==> config.mk <==
export PLATFORM = sky130hd
export DESIGN_NAME = muldiv_unit
export DESIGN_NICKNAME = d
export VERILOG_FILES = /design/src/rtl/muldiv_unit.sv
export SDC_FILE = /design/constraint.sdc
export NUM_CORES = 1
export LEC_CHECK = 0
export BUFFER_PORTS_ARGS = -buffer_cell sky130_fd_sc_hd__buf_2
export CAP_MARGIN = 40
export CORE_MARGIN = 3
export CORE_UTILIZATION = 37
export CTS_CLUSTER_DIAMETER = 60
export DETAILED_ROUTE_END_ITERATION = 8
export MAX_ROUTING_LAYER = met4
export RECOVER_POWER = 25
export SYNTH_ARGS = -nofsm -noshare
export SYNTH_HDL_FRONTEND = slang
export SYNTH_SLANG_ARGS = --single-unit
export TNS_END_PERCENT = 20
==> constraint.sdc <==
create_clock -name clk -period 4.1 [get_ports clk]
set_clock_uncertainty 0.1 [all_clocks]
set_input_delay 0.82 -clock clk [delete_from_list [all_inputs] [get_ports clk]]
set_output_delay 0.82 -clock clk [all_outputs]
set_load 0.05 [all_outputs]
==> src/rtl/muldiv_unit.sv <==
// Iterative MULT/MULTU/DIV/DIVU unit with architectural HI/LO registers.
// Optional single-cycle multiply: define MULDIV_FAST_MULT_EN.
module muldiv_unit #(
  parameter int WIDTH = 32
) (
  input  logic             clk,
  input  logic             reset,
  input  logic             start,
  input  logic [1:0]       op,
  input  logic [WIDTH-1:0] a,
  input  logic [WIDTH-1:0] b,
  input  logic             mthi,
  input  logic             mtlo,
  input  logic             rd_req,
  input  logic             flush,
  output logic             busy,
  output logic             stall,
  output logic             done,
  output logic [WIDTH-1:0] hi,
  output logic [WIDTH-1:0] lo
);

  localparam int CW = (WIDTH > 1) ? $clog2(WIDTH) : 1;

  localparam logic [1:0] S_IDLE = 2'd0;
  localparam logic [1:0] S_RUN  = 2'd1;
  localparam logic [1:0] S_DONE = 2'd2;

  logic [1:0]       state_q, state_d;
  logic [CW-1:0]    count_q, count_d;
  logic [WIDTH-1:0] acc_q, acc_d;
  logic [WIDTH-1:0] sh_q, sh_d;
  logic [WIDTH-1:0] opnd_q, opnd_d;
  logic             is_div_q, is_div_d;
  logic             neg_q, neg_d;
  logic             rneg_q, rneg_d;
  logic             div0_q, div0_d;
  logic [WIDTH-1:0] hi_q, hi_d;
  logic [WIDTH-1:0] lo_q, lo_d;
  logic             done_q, done_d;

  logic             is_signed;
  logic             a_neg, b_neg;
  logic [WIDTH-1:0] a_mag, b_mag;
  logic [WIDTH:0]   mul_sum;
  logic [WIDTH:0]   div_sh;
  logic [WIDTH:0]   div_diff;
  logic             div_ge;
  logic [2*WIDTH-1:0] prod_raw, prod_fix;
  logic [WIDTH-1:0] quot_fix, rem_fix;
`ifdef MULDIV_FAST_MULT_EN
  logic [2*WIDTH-1:0] fast_prod;
`endif

  // Operands are reduced to magnitudes; signs are reapplied in DONE.
  always_comb begin
    is_signed = ~op[0];
    a_neg     = is_signed & a[WIDTH-1];
    b_neg     = is_signed & b[WIDTH-1];
    a_mag     = a_neg ? -a : a;
    b_mag     = b_neg ? -b : b;
`ifdef MULDIV_FAST_MULT_EN
    fast_prod = (2*WIDTH)'(a_mag) * (2*WIDTH)'(b_mag);
`endif
  end

  // Datapath steps: acc holds product-high / remainder, sh holds multiplier-then-product-low / dividend-then-quotient.
  always_comb begin
    mul_sum  = {1'b0, acc_q} + (sh_q[0] ? {1'b0, opnd_q} : '0);
    div_sh   = {acc_q, sh_q[WIDTH-1]};
    div_ge   = (div_sh >= {1'b0, opnd_q});
    div_diff = div_sh - {1'b0, opnd_q};
    prod_raw = {acc_q, sh_q};
    prod_fix = neg_q ? -prod_raw : prod_raw;
    quot_fix = div0_q ? '1 : (neg_q ? -sh_q : sh_q);
    rem_fix  = rneg_q ? -acc_q : acc_q;
  end

  always_comb begin
    state_d  = state_q;
    count_d  = count_q;
    acc_d    = acc_q;
    sh_d     = sh_q;
    opnd_d   = opnd_q;
    is_div_d = is_div_q;
    neg_d    = neg_q;
    rneg_d   = rneg_q;
    div0_d   = div0_q;
    hi_d     = hi_q;
    lo_d     = lo_q;
    done_d   = 1'b0;

    case (state_q)
      S_IDLE: begin
        if (!flush) begin
          if (mthi) hi_d = a;
          if (mtlo) lo_d = a;
          if (start) begin
            is_div_d = op[1];
            neg_d    = a_neg ^ b_neg;
            rneg_d   = a_neg;
            div0_d   = op[1] & (b == '0);
            count_d  = CW'(WIDTH - 1);
            acc_d    = '0;
            state_d  = S_RUN;
            if (op[1]) begin
              sh_d   = a_mag;
              opnd_d = b_mag;
            end else begin
              sh_d   = b_mag;
              opnd_d = a_mag;
            end
`ifdef MULDIV_FAST_MULT_EN
            if (!op[1]) begin
              {acc_d, sh_d} = fast_prod;
              state_d       = S_DONE;
            end
`endif
          end
        end
      end
      S_RUN: begin
        if (flush) begin
          state_d = S_IDLE;
        end else begin
          if (is_div_q) begin
            acc_d = div_ge ? div_diff[WIDTH-1:0] : div_sh[WIDTH-1:0];
            sh_d  = {sh_q[WIDTH-2:0], div_ge};
          end else begin
            acc_d = mul_sum[WIDTH:1];
            sh_d  = {mul_sum[0], sh_q[WIDTH-1:1]};
          end
          if (count_q == '0) state_d = S_DONE;
          else               count_d = count_q - CW'(1);
        end
      end
      S_DONE: begin
        state_d = S_IDLE;
        if (!flush) begin
          hi_d   = is_div_q ? rem_fix  : prod_fix[2*WIDTH-1:WIDTH];
          lo_d   = is_div_q ? quot_fix : prod_fix[WIDTH-1:0];
          done_d = 1'b1;
        end
      end
      default: state_d = S_IDLE;
    endcase
  end

  always_ff @(posedge clk or negedge reset) begin
    if (!reset) begin
      state_q  <= S_IDLE;
      count_q  <= '0;
      acc_q    <= '0;
      sh_q     <= '0;
      opnd_q   <= '0;
      is_div_q <= 1'b0;
      neg_q    <= 1'b0;
      rneg_q   <= 1'b0;
      div0_q   <= 1'b0;
      hi_q     <= '0;
      lo_q     <= '0;
      done_q   <= 1'b0;
    end else begin
      state_q  <= state_d;
      count_q  <= count_d;
      acc_q    <= acc_d;
      sh_q     <= sh_d;
      opnd_q   <= opnd_d;
      is_div_q <= is_div_d;
      neg_q    <= neg_d;
      rneg_q   <= rneg_d;
      div0_q   <= div0_d;
      hi_q     <= hi_d;
      lo_q     <= lo_d;
      done_q   <= done_d;
    end
  end

  assign busy  = (state_q != S_IDLE);
  assign stall = busy & (start | rd_req | mthi | mtlo);
  assign done  = done_q;
  assign hi    = hi_q;
  assign lo    = lo_q;

endmodule

Yosys cells after proc, flatten, opt, wreduce, memory -nomap -nowiden

Cells that the tools add are included.

Bits in registers: 172
Bits in latches: 0
Bits in writable memories: 0
Memory bits (read-only): 0
Output and inout port bits: 67
Word-level logic and storage cells: 95
Memories kept: 0

Add/subtract/negate cells: 8
Multiply operators: 0
Div/mod/pow operators: 0
Order comparisons: 1
Equal/unequal tests: 10
Shifts and indexed selects: 0
Mux-type cells: 42
Bitwise logic cells: 10
Reductions and logical operators: 12

Operators by type and width:

| operator              | count |
|---|---|
| $mux W32              | 25 |
| $pmux W32 S2          | 4 |
| $neg A32 Y32          | 4 |
| $mux W64              | 1 |
| $neg A64 Y64          | 1 |
| $add A32 B32 Y33      | 1 |
| $ge A33 B32 Y1        | 1 |
| $logic_not A32 Y1     | 1 |
| $sub A32 B32 Y32      | 1 |
| $mux W5               | 4 |
| $ne A2 B2 Y1 const B  | 7 |
| $reduce_and A4 Y1     | 3 |
| $pmux W5 S2           | 1 |
| $mux W2               | 4 |
| $reduce_and A3 Y1     | 2 |
| $reduce_bool A2 Y1    | 3 |
| $logic_not A5 Y1      | 1 |
| $reduce_and A5 Y1     | 1 |
| $sub A5 B1 Y5 const B | 1 |
| $and A1 B1 Y1         | 4 |
| $pmux W2 S2           | 1 |
| $ne A3 B3 Y1 const B  | 1 |
| $or A1 B1 Y1          | 3 |
| $eq A2 B1 Y1 const B  | 1 |
| other kinds (5)       | 7 |

Logic depth before layout (Yosys ltp)

Gate-level depths: netlist of the first run.

Depth after elaboration: 7
Gate-level depth with buffers: 14

Worst setup path before layout of the first run

No wires, ideal clock.

Kind: register to register
Start: reg sh_q[0]
End: reg acc_q[31]
Library setup time: 0.121 ns
Data arrival time: 3.087 ns
Data required time: 3.879 ns
Slack: 0.792 ns
Cell stages (with the launch flop): 14
Clock period less this slack: 3.308 ns
Cells stage by stage: dfrtp_1 > inv_1 > clkbuf_1 > nor2_1 > ha_1 > nor2b_1 > o31ai_1 > a31oi_1 > a211oi_1 > a31oi_1 > a41o_1 > and3_1 > o22a_1 > a22o_1

Word-level cells in the longest chain between the ends: 5

RTL lines:

| element                | line | RTL |
|---|---|---|
| start, declared        | 32   | `logic [WIDTH-1:0] sh_q, sh_d;` |
| start signal, assigned | 154  | `sh_q <= '0;` |
| start signal, assigned | 167  | `sh_q <= sh_d;` |
| $mux W32               | 69   | `mul_sum = {1'b0, acc_q} + (sh_q[0] ? {1'b0, opnd_q} : '0);` |
| $add A32 B32 Y33       | 69   |  |
| $mux W32               | 126  | `if (is_div_q) begin` |
| $mux W32               | 123  | `if (flush) begin` |
| $pmux W32 S2           | 93   | `case (state_q)` |
| end signal, assigned   | 153  | `acc_q <= '0;` |
| end signal, assigned   | 166  | `acc_q <= acc_d;` |
| end, declared          | 31   | `logic [WIDTH-1:0] acc_q, acc_d;` |

Every way passes these cells. The select of a mux whose other input is x is not followed.
A chain may end at the register's enable or synchronous reset.

Worst setup path after layout of the first run

Start: reg sh_q[0]
End: reg acc_q[29]

Same word-level chain as after synthesis.

==> results of run 1 <==
final timing paths:
kind,start,to,cells after the start
max in group asynchronous,reset,is_div_q,2
worst min-delay path,hi[1],hi[1],2
min in group asynchronous,reset,opnd_q[16],1
worst max-delay path,sh_q[0],acc_q[29],14
worst max register to register,sh_q[0],acc_q[29],14
worst min register to register,hi[1],hi[1],2
registers in the layout (all words and copies together) (netlist names), 2 cells and up:
signal,flops
count_q,5
opnd_q,32
sh_q,32
acc_q,32
lo,32
hi,32
state_q,2
per-layer routing:
layer / track usage [%] / share of wire, % / vias up
li1: - / - / 7329
met1: 38.5 / 45 / 7371
met2: 39.4 / 42 / 721
met3: 4.32 / 8.9 / 90
met4: 10.1 / 3.7 / 0
met5: - / 0 / -
power by group:
part | switching (µW) | internal [µW]
registers | 655 | 2210
clock network | 824 | 922
logic | 5160 | 2960
Yosys cell counts (all sizes together), types with 20 or more instances:
cell	number	area (µm²)
xnor2	118	1030
o31ai	25	188
inv	78	293
o22ai	33	206
a31oi	31	194
dfrtp	172	4300
a22oi	22	165
or3	22	138
nand2	230	866
nand3	39	200
nor3	28	145
nor2	185	694
a21oi	160	801
ha	70	876
xor2	57	499
o211ai	24	180
clkbuf	122	458
a211oi	20	150
a21o	30	225
o21ai	222	1130
mux2i	51	510
per-stage QoR:
stage / utilization (%) / setup WS, ps / power, µW / cells
after floorplan: - / 792 / 8330 / 1988
after global placement: 41.4 / 418 / 10800 / 2586
after detailed placement: 41.6 / 420 / 10900 / 2589
after CTS: 43.1 / 374 / 12600 / 2621
after global routing: 43.1 / 43.6 / 13600 / 2624
final: 43.1 / 294 / 12700 / 2624
placed cells by master, fill, tap and decap left out, drive strengths merged, types with 22 or more instances in the layout:
cell type	n
dfrtp	172
a21o	30
xnor2	118
nor3	28
a31oi	31
mux2i	51
inv	86
a21oi	160
buf	207
nand3	39
o22ai	33
or3	22
nand2	230
o211ai	24
o21ai	222
xor2	57
ha	70
o31ai	25
a22oi	22
nor2	185
logic make-up after synthesis:
group	share of synthesized area, %
compound gates	26.7
fa+ha+maj	6.02
simple gates	19.6
mux	4.02
buf+inv	5.29
xor+xnor	10.1
flops	28.3
final cells by class:
| type | instances | area [µm²] | share of cell area [%] |
|---|---|---|---|
| clock inverter | 15 | 179 | 1.03 |
| antenna | 3 | 7.51 | 0.0434 |
| clock buffer | 17 | 425 | 2.46 |
| inverter | 78 | 293 | 1.69 |
| timing repair buffer | 210 | 1300 | 7.51 |
| tap | 525 | 657 | 3.80 |
| sequential | 172 | 4310 | 24.9 |
| multi-input combinational | 1604 | 10100 | 58.6 |
worst register-to-register path, cell delays in order (launching register included):
cell	delay, ps
dfrtp_1	510
and2_1	180
ha_1	160
inv_1	50
fa_1	410
nor2b_1	180
o31ai_1	110
a31oi_1	440
a211oi_1	180
buf_4	190
a31oi_1	340
a41o_1	270
and3_1	180
o21ai_0	90
a32o_1	300
==> impl_metrics.py, run 1 <==
metrics = {
    "critical_path": {
        "endpoint_kind": "flip-flop",
        "rrSetupSlack_ps": 290,
        "worstPathCellList": "and2_1 -> ha_1 -> inv_1 -> fa_1 -> nor2b_1 -> o31ai_1 -> a31oi_1 -> a211oi_1 -> buf_4 -> a31oi_1 -> a41o_1 -> and3_1 -> o21ai_0 -> a32o_1",
        "arrival_ps": 4050,
        "cpMaxStageDelayCell": "dfrtp_1",
        "critPathMaxStageDelay_ps": 510,
        "crit_top_cell": "a31oi_1",
        "path_class": "reg2reg",
        "critPathMaxFanout": 7,
        "required_ps": 4340,
        "critPathLaunchType": "flip-flop",
        "worst_path_dominant_cell_family": "compound AO/OA/AOI/OAI gates",
        "crit_buf_inv": 2,
    },
    "sta": {
        "fin_crit_sh_pct": 92.8,
        "finalMaxSlewViolations": 73,
        "holdWs_ps": 377,
        "period_minus_slack_ps": 3810,
        "fmax_mhz": 263,
        "relSlewSlack_pct": -35.9,
        "rsz0062_at_grt": "false",
        "setup_tns_ps": 0,
        "setup_viol": 0,
        "hold_viol_final": 0,
        "tightestPinTransition_ps": 2040,
    },
    "power": {
        "p_leak_uw": 0.00764,
        "ir_drop_mv": 0.324,
        "powerDensity_mw_per_mm2": 736,
    },
    "yosys": {
        "synth_nets": 2133,
        "ys_seq_area_share_pct": 28.3,
        "synth_seq_cells": 172,
        "synth_cell_type_count": 80,
        "ys_warn_count": 0,
        "synth.avg_cell_area_um2": 7.65,
        "synth_area_mm2": 0.0152,
        "syn_inst": 1988,
        "synth_edf_count": 0,
        "synth-main-ff-cell": "dfrtp_1",
        "synthArstFlopShare_pct": 100,
    },
    "status": {
        "violations": "max-capacitance violations, max-slew violations",
        "status": "finished with violations",
    },
    "global_routing": {
        "gr-total-overflow": 0,
        "grt_pass1_wl_um": 89500,
        "grtUsageTotal_pct": 27.3,
        "grt_pass1_vias": 14400,
        "grt_antenna_before_repair": 3,
        "grt_max_degree": 95,
    },
    "drt": {
        "viasPerCell": 5.91,
        "drtAntennaViolNets": 0,
        "drt-pass1-iter-count": 5,
        "wl_per_cell_um": 22.6,
        "drc": 0,
        "totalWireLength_um": 59200,
        "vias": 15500,
        "drtIter0Drc": 1658,
    },
    "clocking": {
        "cts_tree": "yes",
        "cts_resized": 0,
        "clock-sinks": 172,
        "clk_latency_ps": 460,
        "cts_buffer_depth": 2,
        "postCtsHoldBufs": 0,
        "cts_made_buffers": 17,
        "clk_pin_slew_ps": 80,
        "cts-root-buf": "clkbuf_16",
        "htree_levels": 4,
        "post_cts_buffers": 0,
    },
    "layout": {
        "n_fill_cell": 4093,
        "areaGrowthSynthToFinish_pct": 13.8,
        "layout-drive-gt1-share_pct": 13.1,
        "finish.instance_area_mm2": 0.0173,
        "final_nets": 2228,
    },
    "floorplan": {
        "core-area_mm2": 0.0402,
        "fp.dieH_um": 209,
        "dieArea_mm2": 0.0436,
        "die_w_um": 209,
        "num_io_pins": 140,
        "fp-row-count": 73,
        "initial_core_util_pct": 37.8,
    },
    "placement": {
        "hpwl_um": 47000,
        "placed_area_mm2": 0.0167,
        "io_buffers": 139,
        "place.gp.congestion": 0.950,
    },
    "worst_hold_path": {
        "holdCritPathClass": "reg2reg",
    },
    "run": {
        "drv_cap": 1,
    },
}
Note: power is estimated with default switching activity, not from simulation.
==> inputs of run 2 (changes only) <==
CORE_MARGIN = unset   (was 3)
RECOVER_POWER = 50   (was 25)
clock period = 4.5 ns   (was 4.1 ns; I/O delays follow)
==> run 2 against run 1 <==
The run still ends with max-capacitance violations, max-slew violations left. Final cell count down 1.1%. Via count is 0.14% higher. Largest cell class unchanged. Global-route usage is 1.3 points higher. Sequential share of layout area grew 0.56 points. Design area fell by 2.2%. Worst setup slack better by 65 ps. Fmax decreased by 8.1%. Non-clock buffer count shrank 28. Highest routed layer unchanged. Register-to-register slack better by 60 ps. Critical endpoint is now acc_q[31]. Clock power decreased by 17%. Die area shrank 3.8%.
==> impl_metrics.py, run 2 (synthesized netlist as in run 1, its figures left out) <==
metrics = {
    "status": {
        "status": "finished with violations",
        "violations": "max-capacitance violations, max-slew violations",
    },
    "drt": {
        "viasPerCell": 5.99,
        "totalWireLength_um": 58100,
        "drtIter0Drc": 1618,
        "vias": 15500,
        "drc": 0,
        "drtAntennaViolNets": 0,
        "drt-pass1-iter-count": 5,
        "wl_per_cell_um": 22.4,
    },
    "clocking": {
        "cts_resized": 0,
        "htree_levels": 4,
        "post_cts_buffers": 0,
        "clock-sinks": 172,
        "clk_pin_slew_ps": 70,
        "cts_tree": "yes",
        "cts_made_buffers": 17,
        "cts-root-buf": "clkbuf_16",
        "clk_latency_ps": 460,
        "cts_buffer_depth": 2,
        "postCtsHoldBufs": 0,
    },
    "critical_path": {
        "rrSetupSlack_ps": 360,
        "endpoint_kind": "flip-flop",
        "required_ps": 4740,
        "critPathMaxFanout": 18,
        "path_class": "reg2reg",
        "arrival_ps": 4380,
        "critPathLaunchType": "flip-flop",
    },
    "floorplan": {
        "die_w_um": 205,
        "fp-row-count": 73,
        "core-area_mm2": 0.0401,
        "initial_core_util_pct": 37.9,
        "num_io_pins": 140,
        "fp.dieH_um": 205,
        "dieArea_mm2": 0.0419,
    },
    "global_routing": {
        "gr-total-overflow": 0,
        "grt_antenna_before_repair": 1,
        "grtUsageTotal_pct": 28.5,
        "grt_pass1_wl_um": 88100,
        "grt_max_degree": 79,
        "grt_pass1_vias": 14200,
    },
    "power": {
        "p_leak_uw": 0.00736,
        "ir_drop_mv": 0.363,
        "powerDensity_mw_per_mm2": 667,
    },
    "layout": {
        "layout-drive-gt1-share_pct": 10.3,
        "mostFrequentLayoutCell": "nand2_1",
        "final_cell_mix": "229 x nand2_1, 185 x nor2_1, 181 x o21ai_0, 171 x dfrtp_1, 160 x a21oi_1",
        "final_nets": 2200,
        "areaGrowthSynthToFinish_pct": 11.3,
    },
    "placement": {
        "dp_slack_ps": 443,
        "io_buffers": 139,
        "place.gp.congestion": 1.01,
        "hpwl_um": 45500,
    },
    "sta": {
        "tightestPinTransition_ps": 2540,
        "fin_crit_sh_pct": 92.0,
        "setup_tns_ps": 0,
        "layout_setup_ws_ps": 359,
        "period_minus_slack_ps": 4140,
        "rsz0062_at_grt": "false",
        "setup_viol": 0,
        "hold_viol_final": 0,
        "relSlewSlack_pct": -71.1,
        "finalMaxSlewViolations": 139,
        "fmax_mhz": 241,
    },
    "run": {
        "drv_cap": 3,
    },
    "worst_hold_path": {
        "holdCritPathClass": "reg2reg",
    },
}
-- run 2: critical path, stage by stage (launching register included) --
cell and delay (ps):
dfrtp_1 490, inv_1 440, buf_4 330, nor2_1 80
ha_1 390, a21o_1 220, a21oi_1 150, o221ai_1 120
a211oi_1 470, a31oi_1 310, a41o_1 330, and3_1 190
o22a_1 200, a22o_1 200
-- run 2: power breakdown --
group	internal [µW]	switching, µW	leakage, µW
Clock	758	700	0.000276
Combinational	2540	4560	0.00495
Sequential	2010	722	0.00213
-- run 2: final cells by class --
type | instances | area (µm²)
Sequential cell | 172 | 4310
Clock buffer | 21 | 470
Antenna cell | 1 | 2.50
Inverter | 78 | 293
Clock inverter | 11 | 82.6
Fill cell | 4121 | 23200
Multi-Input combinational cell | 1604 | 10100
Timing Repair Buffer | 182 | 982
Tap cell | 525 | 657
-- run 2: per-layer routing --
metal	global-route usage, %	wire [µm]	vias up
li1	-	-	7284
met1	39.8	26600	7427
met2	40.4	24100	712
met3	4.22	4910	110
met4	12.8	2510	0
met5	-	0	-
-- run 2: path summary, 6_finish.rpt --
path / from / end / cells after the start
setup reg to reg: sh_q[0] / acc_q[31] / 13
max in group asynchronous: reset / hi[21] / 2
setup / recovery: sh_q[0] / acc_q[31] / 13
hold reg to reg: lo[22] / lo[22] / 2
hold / removal: lo[22] / lo[22] / 2
min in group asynchronous: reset / opnd_q[10] / 1
-- run 2: through the flow --
step	util [%]	cells	cell area, µm²	power [µW]	hold WS, ps
2_1_floorplan	-	1988	15200	7590	350
3_3_place_gp	40.9	2559	16400	9720	358
3_5_place_dp	41.0	2561	16400	9730	365
4_1_cts	42.4	2593	17000	11200	381
5_1_grt	42.2	2594	16900	12000	396
6_report	42.2	2594	16900	11300	377
==> inputs of run 3 (changes only) <==
clock period = 4.65 ns   (was 4.5 ns; I/O delays follow)
==> run 3 against run 2 <==
The flow still finishes with violations (max-capacitance violations, max-slew violations). Count of clock-buffer cells in the layout shrank 2. Combinational power shrank 3%. Critical path depth shrank 9. Final cell count is essentially flat. Worst setup slack gained 250 ps. Register-to-register slack gained 250 ps. Sequential power shrank 4%. Via count shrank 0.14%.
==> impl_metrics.py, run 3 (synthesized netlist as in run 1, its figures left out) <==
metrics = {
    "status": {
        "status": "finished with violations",
        "violations": "max-capacitance violations, max-slew violations",
    },
    "sta": {
        "fmax_mhz": 247,
        "finalMaxSlewViolations": 91,
        "tightestPinTransition_ps": 1800,
        "fin_crit_sh_pct": 87.0,
        "rsz0062_at_grt": "false",
        "setup_tns_ps": 0,
        "holdWs_ps": 381,
        "relSlewSlack_pct": -20.3,
        "hold_viol_final": 0,
        "setup_viol": 0,
        "period_minus_slack_ps": 4040,
    },
    "drt": {
        "totalWireLength_um": 58600,
        "drtAntennaViolNets": 0,
        "wl_per_cell_um": 22.6,
        "vias": 15500,
        "viasPerCell": 5.97,
        "drt-pass1-iter-count": 6,
        "drc": 0,
        "drtIter0Drc": 1540,
    },
    "clocking": {
        "cts-root-buf": "clkbuf_16",
        "clk_pin_slew_ps": 80,
        "clock-sinks": 172,
        "cts_resized": 0,
        "cts_tree": "yes",
        "cts_buffer_depth": 2,
        "htree_levels": 4,
        "clk_latency_ps": 460,
        "postCtsHoldBufs": 0,
        "cts_made_buffers": 17,
        "post_cts_buffers": 0,
    },
    "critical_path": {
        "required_ps": 4920,
        "reg2reg_to": "hi[9]",
        "arrival_ps": 4310,
        "endpoint_kind": "flip-flop",
        "path_class": "reg2reg",
        "crit_start": "state_q[1]",
        "critPathMaxStageDelay_ps": 1370,
        "rrSetupSlack_ps": 610,
        "cpMaxStageDelayCell": "clkbuf_1",
        "crit_end": "hi[9]",
        "worstPathCellList": "nor2b_1 -> clkbuf_1 -> o21ai_0 -> o21ai_1",
        "critPathLaunchType": "flip-flop",
        "r2r-start": "state_q[1]",
        "critPathMaxFanout": 40,
        "reg2regPathDepth": 4,
    },
    "run": {
        "drv_cap": 3,
    },
    "layout": {
        "areaGrowthSynthToFinish_pct": 12.1,
        "layout-drive-gt1-share_pct": 10.5,
        "fin_cells": 2596,
        "final_cell_mix": "229 x nand2_1, 185 x nor2_1, 180 x o21ai_0, 171 x dfrtp_1, 160 x a21oi_1",
        "final_nets": 2202,
        "mostFrequentLayoutCell": "nand2_1",
    },
    "placement": {
        "place.gp.congestion": 0.998,
        "placed_cells": 2563,
        "hpwl_um": 46000,
        "io_buffers": 139,
    },
    "global_routing": {
        "grt_antenna_before_repair": 2,
        "grt_pass1_vias": 14600,
        "gr-total-overflow": 0,
        "grt_pass1_wl_um": 89400,
        "grtUsageTotal_pct": 29.0,
        "grt_max_degree": 95,
    },
    "floorplan": {
        "core-area_mm2": 0.0401,
        "num_io_pins": 140,
        "fp.dieH_um": 205,
        "dieArea_mm2": 0.0419,
        "fp-row-count": 73,
        "die_w_um": 205,
        "initial_core_util_pct": 37.9,
    },
    "power": {
        "ir_drop_mv": 0.254,
        "powerDensity_mw_per_mm2": 652,
        "p_leak_uw": 0.00740,
    },
    "worst_hold_path": {
        "min-delay-start": "lo[17]",
        "holdCritPathClass": "reg2reg",
    },
}
==> run 3: layout make-up <==
cell class                      instances  area [µm²]
Fill cell                            4117       23100
Multi-Input combinational cell       1604       10100
Clock buffer                           19         443
Tap cell                              525         657
Clock inverter                         13         179
Inverter                               78         293
Sequential cell                       172        4310
Timing Repair Buffer                  184        1030
Antenna cell                            1        2.50
==> run 3: worst min-delay path by stage <==
stage | depth (start not counted) | endpoint
5_1_grt | 2 | lo[14]
3_5_place_dp | 1 | lo[17]
2_1_floorplan | 2 | opnd_q[18]
6_report | 1 | lo[17]
4_1_cts | 1 | sh_q[2]
3_3_place_gp | 2 | lo[15]
==> run 3: power by group <==
part           switching, µW  internal [µW]  total [µW]
Combinational           4450           2470        6910
Sequential               673           1950        2620
Clock                    706            875        1580
==> run 3: metrics by stage <==
stage | worst slack, ps | utilization, % | instance area (µm²) | power, µW
6_report | 605 | 42.5 | 17000 | 11100
3_5_place_dp | 849 | 41.1 | 16500 | 9430
4_1_cts | 824 | 42.7 | 17100 | 11000
3_3_place_gp | 914 | 41.0 | 16400 | 9400
5_1_grt | 481 | 42.5 | 17000 | 11900
2_1_floorplan | 1340 | - | 15200 | 7340
==> run 3: routing by layer <==
metal  wire [µm]  share of wire, %  up-vias  GRT usage (%)
li1            -                 -     7290              -
met1       26800                46     7442           40.3
met2       25000                43      686           42.3
met3        4520               7.7       93           3.85
met4        2270               3.9        0           11.4
met5           0                 0        -              -
==> run 3: critical path: cells and delay by family (launching register included) <==
family                 cells  cell delay, ps
flip-flops                 1             600
AND/OR/NAND/NOR            1             890
AO/OA/AOI/OAI              2             990
buffers and inverters      1            1370
